**config.mk**
```make
export PLATFORM = sky130hd
export DESIGN_NAME = int_ack_master
export DESIGN_NICKNAME = d
export VERILOG_FILES = /design/src/rtl/int_ack_master.sv
export SDC_FILE = /design/constraint.sdc
export NUM_CORES = 1
export LEC_CHECK = 0
export ABC_AREA = 0
export BUFFER_PORTS_ARGS = -buffer_cell sky130_fd_sc_hd__buf_2
export CELL_PAD_IN_SITES_DETAIL_PLACEMENT = 1
export CELL_PAD_IN_SITES_GLOBAL_PLACEMENT = 1
export CORE_ASPECT_RATIO = 1.5
export CORE_MARGIN = 2
export CORE_UTILIZATION = 40
export CTS_BUF_LIST = sky130_fd_sc_hd__clkbuf_4 sky130_fd_sc_hd__clkbuf_8
export DETAILED_ROUTE_END_ITERATION = 7
export HOLD_SLACK_MARGIN = 0.1
export PLACE_DENSITY = 0.9
export SETUP_SLACK_MARGIN = 0.4
export SKIP_CTS_REPAIR_TIMING = 1
export SYNTH_ARGS = -nofsm -noshare
export SYNTH_HDL_FRONTEND = slang
export SYNTH_SLANG_ARGS = --single-unit
```
**constraint.sdc**
```tcl
create_clock -name clk -period 2.2 [get_ports clk]
set_clock_uncertainty 0.1 [all_clocks]
set_input_delay 0.44 -clock clk [delete_from_list [all_inputs] [get_ports clk]]
set_output_delay 0.44 -clock clk [all_outputs]
set_load 0.005 [all_outputs]
```
**src/rtl/int_ack_master.sv**
```systemverilog
// int_ack_master: CPU-side INT/INTA sequencer issuing a two-pulse INTA_n and capturing the vector.
// Optional macro INTA_LOCK_EN drives lock_n low from the first INTA_n fall to the end of pulse 2.
module int_ack_master #(
    parameter int PULSE_W = 2,
    parameter int GAP_W   = 2
) (
    input  logic       clk,
    input  logic       rst_n,
    input  logic       INT,
    input  logic       int_enable,
    input  logic [7:0] data_in,
    output logic       INTA_n,
    output logic [7:0] vector,
    output logic       vector_valid,
    input  logic       vec_ack,
    output logic       busy,
    output logic       lock_n
);
    typedef enum logic [2:0] {IDLE, P1, G1, P2, HOLD, COOL} state_t;

    localparam logic [3:0] PLOAD = 4'(PULSE_W - 1);
    localparam logic [3:0] GLOAD = 4'(GAP_W - 1);

    state_t     state, state_d;
    logic [3:0] cnt, cnt_d;
    logic       sync1, int_s;
    logic       inta_d, valid_d;
    logic [7:0] vector_d;

    always_ff @(posedge clk) begin
        if (!rst_n) begin
            state        <= IDLE;
            cnt          <= '0;
            sync1        <= 1'b0;
            int_s        <= 1'b0;
            INTA_n       <= 1'b1;
            vector       <= 8'h00;
            vector_valid <= 1'b0;
        end else begin
            state        <= state_d;
            cnt          <= cnt_d;
            sync1        <= INT;
            int_s        <= sync1;
            INTA_n       <= inta_d;
            vector       <= vector_d;
            vector_valid <= valid_d;
        end
    end

    // Outputs are computed one edge ahead so INTA_n changes on the same edge as the state.
    always_comb begin
        state_d  = state;
        cnt_d    = cnt;
        inta_d   = INTA_n;
        vector_d = vector;
        valid_d  = vector_valid;
        case (state)
            IDLE: if (int_s && int_enable) begin
                state_d = P1;
                cnt_d   = PLOAD;
                inta_d  = 1'b0;
            end
            P1: if (cnt == 4'd0) begin
                state_d = G1;
                cnt_d   = GLOAD;
                inta_d  = 1'b1;
            end else cnt_d = cnt - 4'd1;
            G1: if (cnt == 4'd0) begin
                state_d = P2;
                cnt_d   = PLOAD;
                inta_d  = 1'b0;
            end else cnt_d = cnt - 4'd1;
            P2: if (cnt == 4'd0) begin
                state_d  = HOLD;
                inta_d   = 1'b1;
                vector_d = data_in;
                valid_d  = 1'b1;
            end else cnt_d = cnt - 4'd1;
            HOLD: if (vec_ack) begin
                state_d = COOL;
                cnt_d   = GLOAD;
                valid_d = 1'b0;
            end
            COOL: if (cnt == 4'd0) state_d = IDLE;
                  else cnt_d = cnt - 4'd1;
            default: state_d = IDLE;
        endcase
    end

    assign busy = state != IDLE;

`ifdef INTA_LOCK_EN
    always_ff @(posedge clk) begin
        if (!rst_n)
            lock_n <= 1'b1;
        else if (state == IDLE && state_d == P1)
            lock_n <= 1'b0;
        else if (state == P2 && state_d == HOLD)
            lock_n <= 1'b1;
    end
`else
    assign lock_n = 1'b1;
`endif

endmodule
```
# After elaboration in Yosys (flattened, before gate mapping)
# Index checks and enable logic that the tools add are counted.
[op_classes]
n_addsub = 1
n_eq_ne = 13
mux = 18
reduce_logical = 15
[ops]
columns = ["cell", "count"]
rows = [
  ["$mux 3", 6],
  ["$pmux 3 s6", 1],
  ["$mux 4", 4],
  ["$pmux 4 s4", 1],
  ["$ne 2x2->1 const B", 7],
  ["$reduce_and 4->1", 2],
  ["$eq 3x2->1 const B", 2],
  ["$eq 3x3->1 const B", 2],
  ["$reduce_and 6->1", 1],
  ["$reduce_bool 3->1", 2],
  ["$reduce_or 2->1", 3],
  ["$logic_not 4->1", 1],
  ["$mux 1", 4],
  ["$reduce_bool 4->1", 1],
  ["$sub 4x1->4 const B", 1],
  ["$eq 3x1->1 const B", 1],
  ["$logic_not 3->1", 1],
  ["$pmux 1 s3", 1],
  ["$reduce_and 3->1", 1],
  ["$ne 2x1->1 const B", 1],
  ["$pmux 1 s2", 1],
  ["$reduce_and 2->1", 1],
  ["$reduce_bool 2->1", 1],
  ["$logic_and 1x1->1", 1],
]
[totals]
ff_bits = 19
out_inout_bits = 12
wordCells = 54

# Logic depth before layout (Yosys ltp)
# Gate-level depths: netlist (run 1).
[depth]
depth_word = 4
mapped_depth = 7
mapped_depth_nobuf = 6

# Worst setup path before layout (run 1)
# OpenSTA, ideal clock, no wires.
[synth_timing]
kind = "reg-to-reg"
from = "reg cnt[0]"
to = "reg INTA_n"
setup_time_ps = 135
arrival_ps = 1374
setup_slack_ps = 590
path_stages_with_launch = 7
n_path_buf = 0
path_cell_list = "dfxtp_1 -> inv_1 -> ha_1 -> or3b_1 -> mux2_2 -> o21ai_1 -> o211ai_1"
[synth_via]
elab_chain_cells = 3
word_cells_on_any_way = 4
[synth_rtl]
columns = ["element", "line_no", "text"]
rows = [
  ["start, declared", "25", "logic [3:0] cnt, cnt_d;"],
  ["start signal, assigned", "41", "cnt <= cnt_d;"],
  ["$logic_not 4->1 *", "63, 68, 73", ""],
  ["$ne 2x2->1 (no line) or $ne 2x1->1 (tied branches)", "-", ""],
  ["$reduce_and 4->1 (no line) *", "-", ""],
  ["end signal, assigned", "44", "INTA_n <= inta_d;"],
  ["end, declared", "12", "output logic INTA_n,"],
]
# Mark *: on every way between the ends. The rest lies on a longest branch, timed or not.
# A chain may end at the register's enable or synchronous reset.

# Worst setup path in the final report (run 1)
[layout_timing]
from = "reg state[1]"
to = "out busy"
[layout_via]
elab_chain_cells = 1
[layout_rtl]
columns = ["element", "line_no", "text"]
rows = [
  ["start, declared", "24", "state_t state, state_d;"],
  ["start signal, assigned", "40", "state <= state_d;"],
  ["$reduce_bool 3->1", "90", "assign busy = state != IDLE;"],
  ["end, declared", "16", "output logic busy,"],
]
# Every way passes these cells.

==> flow_metrics.env, run 1 <==
export IMPL_drc=0
export IMPL_timing_final_crit_share=0.783
export IMPL_netlist_area_sq_um=918
export IMPL_grt_max_degree=18
export IMPL_status="completed"
export IMPL_period_minus_slack_ps=1720
export IMPL_mappedNetlistNets=112
export IMPL_power_per_cell_area_mw_per_mm2=1010
export IMPL_p_int_uw=703
export IMPL_yosysSeqAreaShare=0.414
export IMPL_routabilityCongestion=0.773
export IMPL_overflow=0
export IMPL_drtIter0Drc=9
export IMPL_hpwlAfterDp_um=1690
export IMPL_die_h_um=62.7
export IMPL_port_buffers=23
export IMPL_fill_cells=291
export IMPL_maxCapViolCount=0
export IMPL_netlist_instances=97
export IMPL_antenna_left=0
export IMPL_endpoint_kind="primary output"
export IMPL_ys_types=36
export IMPL_critPathLaunchType="flop"
export IMPL_grt_pass1_vias=877
export IMPL_wl_per_cell_um=16.9
export IMPL_area_growth_pct=21.9
export IMPL_worstPathCellList="or3_1 -> buf_2"
export IMPL_grt_usage=0.186
export IMPL_die_x_um=43.1
export IMPL_yosys_warnings=0
export IMPL_cp_required_ps=1660
export IMPL_synth_adder_area_share=0.0272
export IMPL_critPathMaxStageDelay_ps=410
export IMPL_drt_total_wl_um=2460
export IMPL_synth_seq_cells=19
export IMPL_row_count=21
export IMPL_syn_avg_cell_area_sq_um=9.47
export IMPL_path_max_fanout=12
export IMPL_clock_latency_ps=300
export IMPL_arrival_ps=1180
export IMPL_synth_edff_count=0
export IMPL_p_sw_uw=425
export IMPL_antenna_found_initial=0
export IMPL_synth_flop_cell="dfxtp_1"
export IMPL_crit_family="flip-flops"
export IMPL_synth_top_family_by_area="simple AND/OR/NAND/NOR gates"
export IMPL_synthArstFlopShare=0
export IMPL_synth_simple_gate_area_share=0.244
export IMPL_post_drt_via_cell_ratio=5.49
export IMPL_antenna_cells=0
export IMPL_critPathSlowestCell="dfxtp_2"
export IMPL_grt_use_met2=0.356
export IMPL_tns_ps=0
export IMPL_drive_gt1_frac=0.358
export IMPL_power_leakage_nw=0.512
export IMPL_hold_ws_ps=244
export IMPL_cts_buffers=3
export IMPL_sw_frac_of_total=0.377
export IMPL_initial_core_util=0.416
export IMPL_clockPowerShare=0.175
export IMPL_synth_compound_area_share=0.140
export IMPL_grt_pass1_wl_um=3840
export IMPL_hold_class="input pin to flop"
export IMPL_fmax_ghz=0.580
export IMPL_global_route_usage_met3=0.0202
export IMPL_fin_nets=139
export IMPL_ios=25
export IMPL_vias=801
export IMPL_cts_buffer_depth=2
export IMPL_drtPass1Iterations=4
export IMPL_cts_tree="yes"
export IMPL_rsz0062_at_grt="no"
export IMPL_crit_type="flop to primary output"
export IMPL_setup_viol=0
export IMPL_htree_levels=1
export IMPL_coreArea_sq_mm=0.00221
export IMPL_pwr_share_comb=0.398
export IMPL_cts_sinks=19
export IMPL_cts_root_buf="clkbuf_4"
export IMPL_crit_buf_inv=1
export IMPL_dieArea_sq_mm=0.00270
export IMPL_peakVddDrop_mv=0.653
export IMPL_hold_viol=0
export IMPL_grt_use_met1=0.196
export IMPL_path_clk_slew_ps=110
export IMPL_yosys_mux_area_fraction=0.110
export IMPL_seqPwrFrac=0.426
export IMPL_busiest_layer="met2"
export IMPL_report_final_slew_viol_count=0
export IMPL_synthXorXnorAreaFrac=0.00954
-- area by class of cell --
type | count | area [sq um] | area share
multi-input combinational | 68 | 512 | 0.457
sequential | 19 | 385 | 0.344
timing repair buffer | 27 | 145 | 0.130
clock buffer | 4 | 30.0 | 0.0268
tap | 23 | 28.8 | 0.0257
inverter | 5 | 18.8 | 0.0168
-- flip-flops by register name (all words and copies together) (netlist names) --
name / count
INTA_n: 1
int_s: 1
cnt: 4
state: 3
vector_valid: 1
vector: 8
sync1: 1
-- power groups by stage --
stage,clock (mW),combinational [mW],sequential [mW]
finish,0.198,0.449,0.481
global route,0.222,0.497,0.491
CTS,0.198,0.410,0.470
detailed placement,0,0.407,0.476
global placement,0,0.391,0.466
floorplan,0,0.320,0.440
-- kinds of logic after synthesis --
| family | Yosys count |
|---|---|
| simple gates | 37 |
| mux | 10 |
| xor+xnor | 1 |
| buf+inv | 10 |
| other cells | 1 |
| compound gates | 17 |
| flops | 19 |
| fa+ha+maj | 2 |
-- layer usage --
metal / share of wire / routed length [um] / up-vias
met5: 0 / 0 / -
met4: 0.0069 / 17 / 0
met3: 0.025 / 62 / 2
met2: 0.61 / 1500 / 19
met1: 0.36 / 885 / 392
li1: - / - / 388
-- path summary, 6_finish.rpt --
| kind | startpoint | end | slack, ps | cells past startpoint |
|---|---|---|---|---|
| worst max-delay path | state[1] | busy | 480 | 2 |
| worst min-delay path | INT | sync1 | 240 | 2 |
| worst max register to register | cnt[1] | INTA_n | 480 | 6 |
| worst min register to register | sync1 | int_s | 350 | 1 |
-- Yosys cell counts, types with 2 or more instances --
library cell,n,share of area
a21boi_2,2,0.025
a21oi_1,2,0.011
and2_1,2,0.014
buf_4,2,0.016
clkbuf_1,2,0.0082
dfxtp_1,19,0.41
ha_1,2,0.027
inv_1,5,0.020
mux2i_1,9,0.098
nand2_1,6,0.025
nand3_1,3,0.016
nand3b_1,2,0.016
nor2_1,4,0.016
nor2b_1,8,0.054
nor3_1,4,0.022
o211ai_1,2,0.016
o21ai_1,3,0.016
or3b_1,2,0.019
-- placed cells by master (no fill, tap or decap), drive strengths merged --
cell	synthesis	layout
buf	3	27
or3	1	1
o31ai	1	1
nor2b	8	8
nand2	6	6
nor2	4	4
o21ai	4	4
ha	2	2
xnor2	1	1
conb	1	1
clkbuf	2	4
mux2	1	1
a21oi	3	3
nor3	4	4
and2	2	2
inv	5	5
a211oi	1	1
or3b	2	2
dfxtp	19	19
mux2i	9	9
nand3b	2	2
o211a	1	1
nor3b	2	2
a32oi	1	1
nand4bb	1	1
a211o	1	1
o211ai	2	2
and4bb	1	1
nand3	3	3
a21bo	1	1
nand2b	1	1
a21boi	2	2
-- metrics by stage --
stage	setup WS, ps	std cells	util	area, sq um	total power, mW
2_1_floorplan	590	97	-	918	0.760
3_3_place_gp	391	140	0.476	1050	0.858
3_5_place_dp	240	140	0.476	1050	0.883
4_1_cts	167	144	0.489	1080	1.08
5_1_grt	403	146	0.507	1120	1.21
6_report	477	146	0.507	1120	1.13
No activity file was read; power rests on OpenSTA's default activity.
==> run 2, diff against run 1 <==
Settings changed: CORE_UTILIZATION 40 to 36, PLACE_DENSITY 0.9 to 0.86.
Clock period 2.2 ns to 1.4 ns, I/O delays scaled along.
==> run 2 against run 1 <==
The flow now finishes with violations (setup timing). Wire length up 36%. Die area up 10%. Sequential share of layout area down 5.9 points. First-iteration DRC count up 100%. Non-clock buffer count up 20. Power up 110%. Combinational power rose to 2.8 times the previous value. Sequential power up 54%. Hold slack worse by 120 ps. Sequential cell count unchanged. Critical path depth up 4. Core utilization up 6.8 points. Highest routed layer unchanged.
==> flow_metrics.env, run 2 (same netlist as run 1, synthesis figures left out) <==
export IMPL_antenna_left=0
export IMPL_maxCapViolCount=0
export IMPL_overflow=0
export IMPL_timing_final_crit_share=1.19
export IMPL_fin_nets=159
export IMPL_cts_tree="yes"
export IMPL_endpoint="INTA_n"
export IMPL_p_int_mw=1.42
export IMPL_final_cell_mix="buf_2 (18), buf_4 (18), dfxtp_2 (11), mux2i_1 (9), buf_6 (9)"
export IMPL_arrival_ps=1780
export IMPL_violations="setup timing"
export IMPL_ios=25
export IMPL_postLayoutSetupSlackWorst_ps=-263
export IMPL_fmax_ghz=0.601
export IMPL_clockPowerShare=0.134
export IMPL_clock_latency_ps=320
export IMPL_hold_viol=0
export IMPL_r2r_slack_ps=-260
export IMPL_die_h_um=65.9
export IMPL_drt_total_wl_um=3350
export IMPL_antenna_found_initial=0
export IMPL_hold_ws_ps=127
export IMPL_global_route_usage_met3=0.0410
export IMPL_dieArea_sq_mm=0.00298
export IMPL_grt_usage=0.202
export IMPL_grt_pass1_vias=968
export IMPL_sw_frac_of_total=0.386
export IMPL_placed_area_sq_mm=0.00122
export IMPL_cts_root_buf="clkbuf_4"
export IMPL_hpwlAfterDp_um=2060
export IMPL_final_area_sq_mm=0.00141
export IMPL_grt_use_met1=0.212
export IMPL_seqPwrFrac=0.321
export IMPL_grt_use_met2=0.370
export IMPL_setup_viol=18
export IMPL_row_count=22
export IMPL_drtPass1Iterations=4
export IMPL_top_register="vector"
export IMPL_rsz0062_at_grt="yes"
export IMPL_cp_required_ps=1510
export IMPL_busiest_layer="met2"
export IMPL_largest_reg_flops=8
export IMPL_p_sw_uw=894
export IMPL_critPathLaunchType="flop"
export IMPL_startpoint="cnt[1]"
export IMPL_cts_sinks=19
export IMPL_report_final_slew_viol_count=0
export IMPL_drtIter0Drc=18
export IMPL_wl_per_cell_um=20.0
export IMPL_pwr_share_comb=0.544
export IMPL_r2r_cells=6
export IMPL_grt_pass1_wl_um=4330
export IMPL_r2r_end="INTA_n"
export IMPL_htree_levels=1
export IMPL_path_clk_slew_ps=120
export IMPL_drc=0
export IMPL_antenna_cells=0
export IMPL_initial_core_util=0.375
export IMPL_power_per_cell_area_mw_per_mm2=1640
export IMPL_routabilityCongestion=0.783
export IMPL_tns_ps=-2820
export IMPL_crit_type="flop to flop"
export IMPL_drive_gt1_frac=0.580
export IMPL_vias=921
export IMPL_grt_max_degree=18
export IMPL_coreArea_sq_mm=0.00245
export IMPL_die_x_um=45.2
export IMPL_post_drt_via_cell_ratio=5.51
export IMPL_power_leakage_nw=0.660
export IMPL_path_max_fanout=4
export IMPL_post_place_ws_ps=-233
export IMPL_endpoint_kind="flop"
export IMPL_peakVddDrop_mv=0.863
export IMPL_period_minus_slack_ps=1660
export IMPL_hold_class="input pin to flop"
export IMPL_area_growth_pct=53.4
export IMPL_port_buffers=23
export IMPL_status="finished, violations left"
export IMPL_cts_buffers=3
export IMPL_cts_buffer_depth=2
export IMPL_r2r_start="cnt[1]"
export IMPL_reg_largest_list="vector x8, cnt x4, state x3"
-- run 2: changes by cell type in the layout (fill, tap and decap cells not counted), sizes merged --
cell / change
buf: +19
clkbuf: -1
clkinv: +1
dlygate4sd3: +1
-- run 2: cell type report --
class	count	area (sq um)
fillers	270	1040
multi-input cells	68	574
flip-flops and latches	19	402
repair buffers	47	357
well taps	24	30.0
clock buffers	3	22.5
inverters	5	18.8
clock inverters	1	5.00
-- run 2: per-stage QoR --
stage	std cells	power, mW	util
after CTS	161	2.00	0.508
final	167	2.31	0.575
after floorplan	97	1.29	-
after global routing	167	2.43	0.575
after global placement	157	1.64	0.497
after detailed placement	157	1.71	0.497
-- run 2: worst max-delay path, stage by stage (launching register included) --
cell	delay [ps]
dfxtp_2	360
inv_2	90
ha_4	150
or3b_4	390
mux2_4	280
o21ai_2	110
o211ai_1	90
-- run 2: power groups by stage --
| stage | clock, mW | combinational [mW] | sequential [mW] |
|---|---|---|---|
| 5_1_grt | 0.328 | 1.35 | 0.755 |
| 3_5_place_dp | 0 | 0.982 | 0.729 |
| 2_1_floorplan | 0 | 0.585 | 0.703 |
| 4_1_cts | 0.302 | 0.984 | 0.718 |
| 6_report | 0.310 | 1.26 | 0.743 |
| 3_3_place_gp | 0 | 0.915 | 0.721 |
-- run 2: routing by layer --
metal / vias up / wire [um]
met5: - / 0
met4: 0 / 98
met3: 11 / 117
met2: 31 / 1900
met1: 448 / 1240
li1: 431 / -
-- run 2: how the worst min path moves through the flow --
stage / depth (start not counted) / endpoint / slack, ps / start
detailed placement: 1 / int_s / 330 / sync1
finish: 3 / vector[6] / 130 / data_in[6]
global route: 3 / vector[5] / 150 / data_in[5]
CTS: 2 / sync1 / 70 / INT
floorplan: 1 / sync1 / 310 / INT
global placement: 1 / int_s / 320 / sync1
==> run 3, diff against run 2 <==
Settings changed: CORE_UTILIZATION 36 to 40, PLACE_DENSITY 0.86 to 0.9.
Clock period 1.4 ns to 1.8 ns, I/O delays scaled along.
==> run 3 against run 2 <==
The run now ends clean. Core utilization fell by 3.4 points. Global-route usage fell by 2.0 points. Via count fell by 12%. Critical path depth fell by 4. Sequential share of layout area rose by 4.1 points. Clock power fell by 31%. Design area fell by 15%. Combinational power fell by 45%. Sequential power fell by 20%.
==> flow_metrics.env, run 3 (same netlist as run 1, synthesis figures left out) <==
export IMPL_critPathSlowestCell="dfxtp_2"
export IMPL_tns_ps=0
export IMPL_p_sw_uw=563
export IMPL_rsz0062_at_grt="yes"
export IMPL_routabilityCongestion=0.740
export IMPL_path_clk_slew_ps=100
export IMPL_row_count=21
export IMPL_area_growth_pct=30.0
export IMPL_fin_total_pwr_mw=1.51
export IMPL_final_common_cell="buf_2"
export IMPL_power_per_cell_area_mw_per_mm2=1260
export IMPL_die_h_um=62.7
export IMPL_antenna_found_initial=0
export IMPL_crit_type="flop to primary output"
export IMPL_seqPwrFrac=0.397
export IMPL_period_minus_slack_ps=1650
export IMPL_cts_buffer_depth=2
export IMPL_arrival_ps=1190
export IMPL_pwr_share_comb=0.461
export IMPL_drive_gt1_frac=0.440
export IMPL_cts_buffers=3
export IMPL_fill_cells=262
export IMPL_drt_total_wl_um=2220
export IMPL_grt_pass1_wl_um=3780
export IMPL_crit_family="flip-flops"
export IMPL_die_x_um=43.1
export IMPL_htree_levels=1
export IMPL_worstPathCellList="or3_1 -> buf_2"
export IMPL_path_max_fanout=8
export IMPL_cts_root_buf="clkbuf_4"
export IMPL_hold_class="input pin to flop"
export IMPL_port_buffers=23
export IMPL_timing_final_crit_share=0.916
export IMPL_maxCapViolCount=0
export IMPL_largest_reg_flops=8
export IMPL_drtIter0Drc=11
export IMPL_final_cell_mix="buf_2 (23), dfxtp_1 (14), mux2i_1 (9), nor2b_1 (8), nand2_1 (6)"
export IMPL_hpwlAfterDp_um=1710
export IMPL_ios=25
export IMPL_crit_buf_inv=1
export IMPL_peakVddDrop_mv=0.735
export IMPL_place_inst=141
export IMPL_reg_largest_list="vector x8, cnt x4, state x3"
export IMPL_top_register="vector"
export IMPL_dieArea_sq_mm=0.00270
export IMPL_fmax_ghz=0.606
export IMPL_coreArea_sq_mm=0.00221
export IMPL_antenna_cells=0
export IMPL_vias=809
export IMPL_antenna_left=0
export IMPL_post_drt_via_cell_ratio=5.47
export IMPL_sw_frac_of_total=0.374
export IMPL_grt_usage=0.182
export IMPL_wl_per_cell_um=15.0
export IMPL_overflow=0
export IMPL_cts_sinks=19
export IMPL_cp_required_ps=1340
export IMPL_cts_tree="yes"
export IMPL_final_cells=148
export IMPL_grt_max_degree=18
export IMPL_clock_latency_ps=300
export IMPL_initial_core_util=0.416
export IMPL_setup_viol=0
export IMPL_hold_viol=0
export IMPL_drc=0
export IMPL_report_final_slew_viol_count=0
export IMPL_clockPowerShare=0.142
export IMPL_power_leakage_nw=0.543
export IMPL_drtPass1Iterations=4
export IMPL_grt_pass1_vias=863
export IMPL_endpoint_kind="primary output"
export IMPL_fin_nets=141
export IMPL_p_int_uw=942
export IMPL_status="completed"
export IMPL_critPathLaunchType="flop"
export IMPL_critPathMaxStageDelay_ps=390
[run 3: cell types whose count changed in the layout (fill, tap and decap cells not counted), sizes merged]
cell         change
buf             -17
dlygate4sd3      -1
[run 3: worst register-to-register path, stage by stage, from the launching register on]
cell	delay (ps)
dfxtp_4	370
inv_4	60
ha_4	140
or3b_4	390
mux2_4	280
o21ai_2	110
o211ai_1	90
[run 3: power groups by stage]
stage,clock network [mW],logic [mW],registers (mW)
after global routing,0.249,0.758,0.617
after global placement,0,0.519,0.579
after detailed placement,0,0.551,0.590
after floorplan,0,0.437,0.544
final,0.213,0.695,0.598
after CTS,0.226,0.553,0.581
[run 3: per-layer routing]
| layer | up-vias | track usage | part of all wire |
|---|---|---|---|
| li1 | 392 | - | - |
| met5 | - | 0 | 0 |
| met1 | 389 | 0.199 | 0.39 |
| met2 | 23 | 0.332 | 0.56 |
| met3 | 5 | 0.0260 | 0.032 |
| met4 | 0 | 0.0795 | 0.019 |
[run 3: worst paths after layout]
check	start	end	slack (ps)	cells past startpoint
setup / recovery	state[0]	busy	150	2
hold / removal	INT	sync1	160	2
setup reg to reg	cnt[0]	INTA_n	160	6
hold reg to reg	sync1	int_s	360	1
[run 3: area by class of cell]
class | instances | area (sq um) | area share
Tap cell | 23 | 28.8 | 0.0241
Clock inverter | 1 | 5.00 | 0.00419
Sequential cell | 19 | 389 | 0.326
Multi-Input combinational cell | 68 | 563 | 0.472
Inverter | 5 | 21.3 | 0.0178
Timing Repair Buffer | 29 | 164 | 0.137
Clock buffer | 3 | 22.5 | 0.0189
[run 3: stage by stage]
| stage | setup slack [ps] | instance area, sq um | hold slack (ps) | utilization |
|---|---|---|---|---|
| floorplan | 233 | 948 | 312 | - |
| global placement | 208 | 1080 | 315 | 0.491 |
| detailed placement | 154 | 1080 | 348 | 0.491 |
| CTS | 60.0 | 1110 | 144 | 0.503 |
| global route | 74.3 | 1190 | 152 | 0.541 |
| finish | 151 | 1190 | 159 | 0.541 |
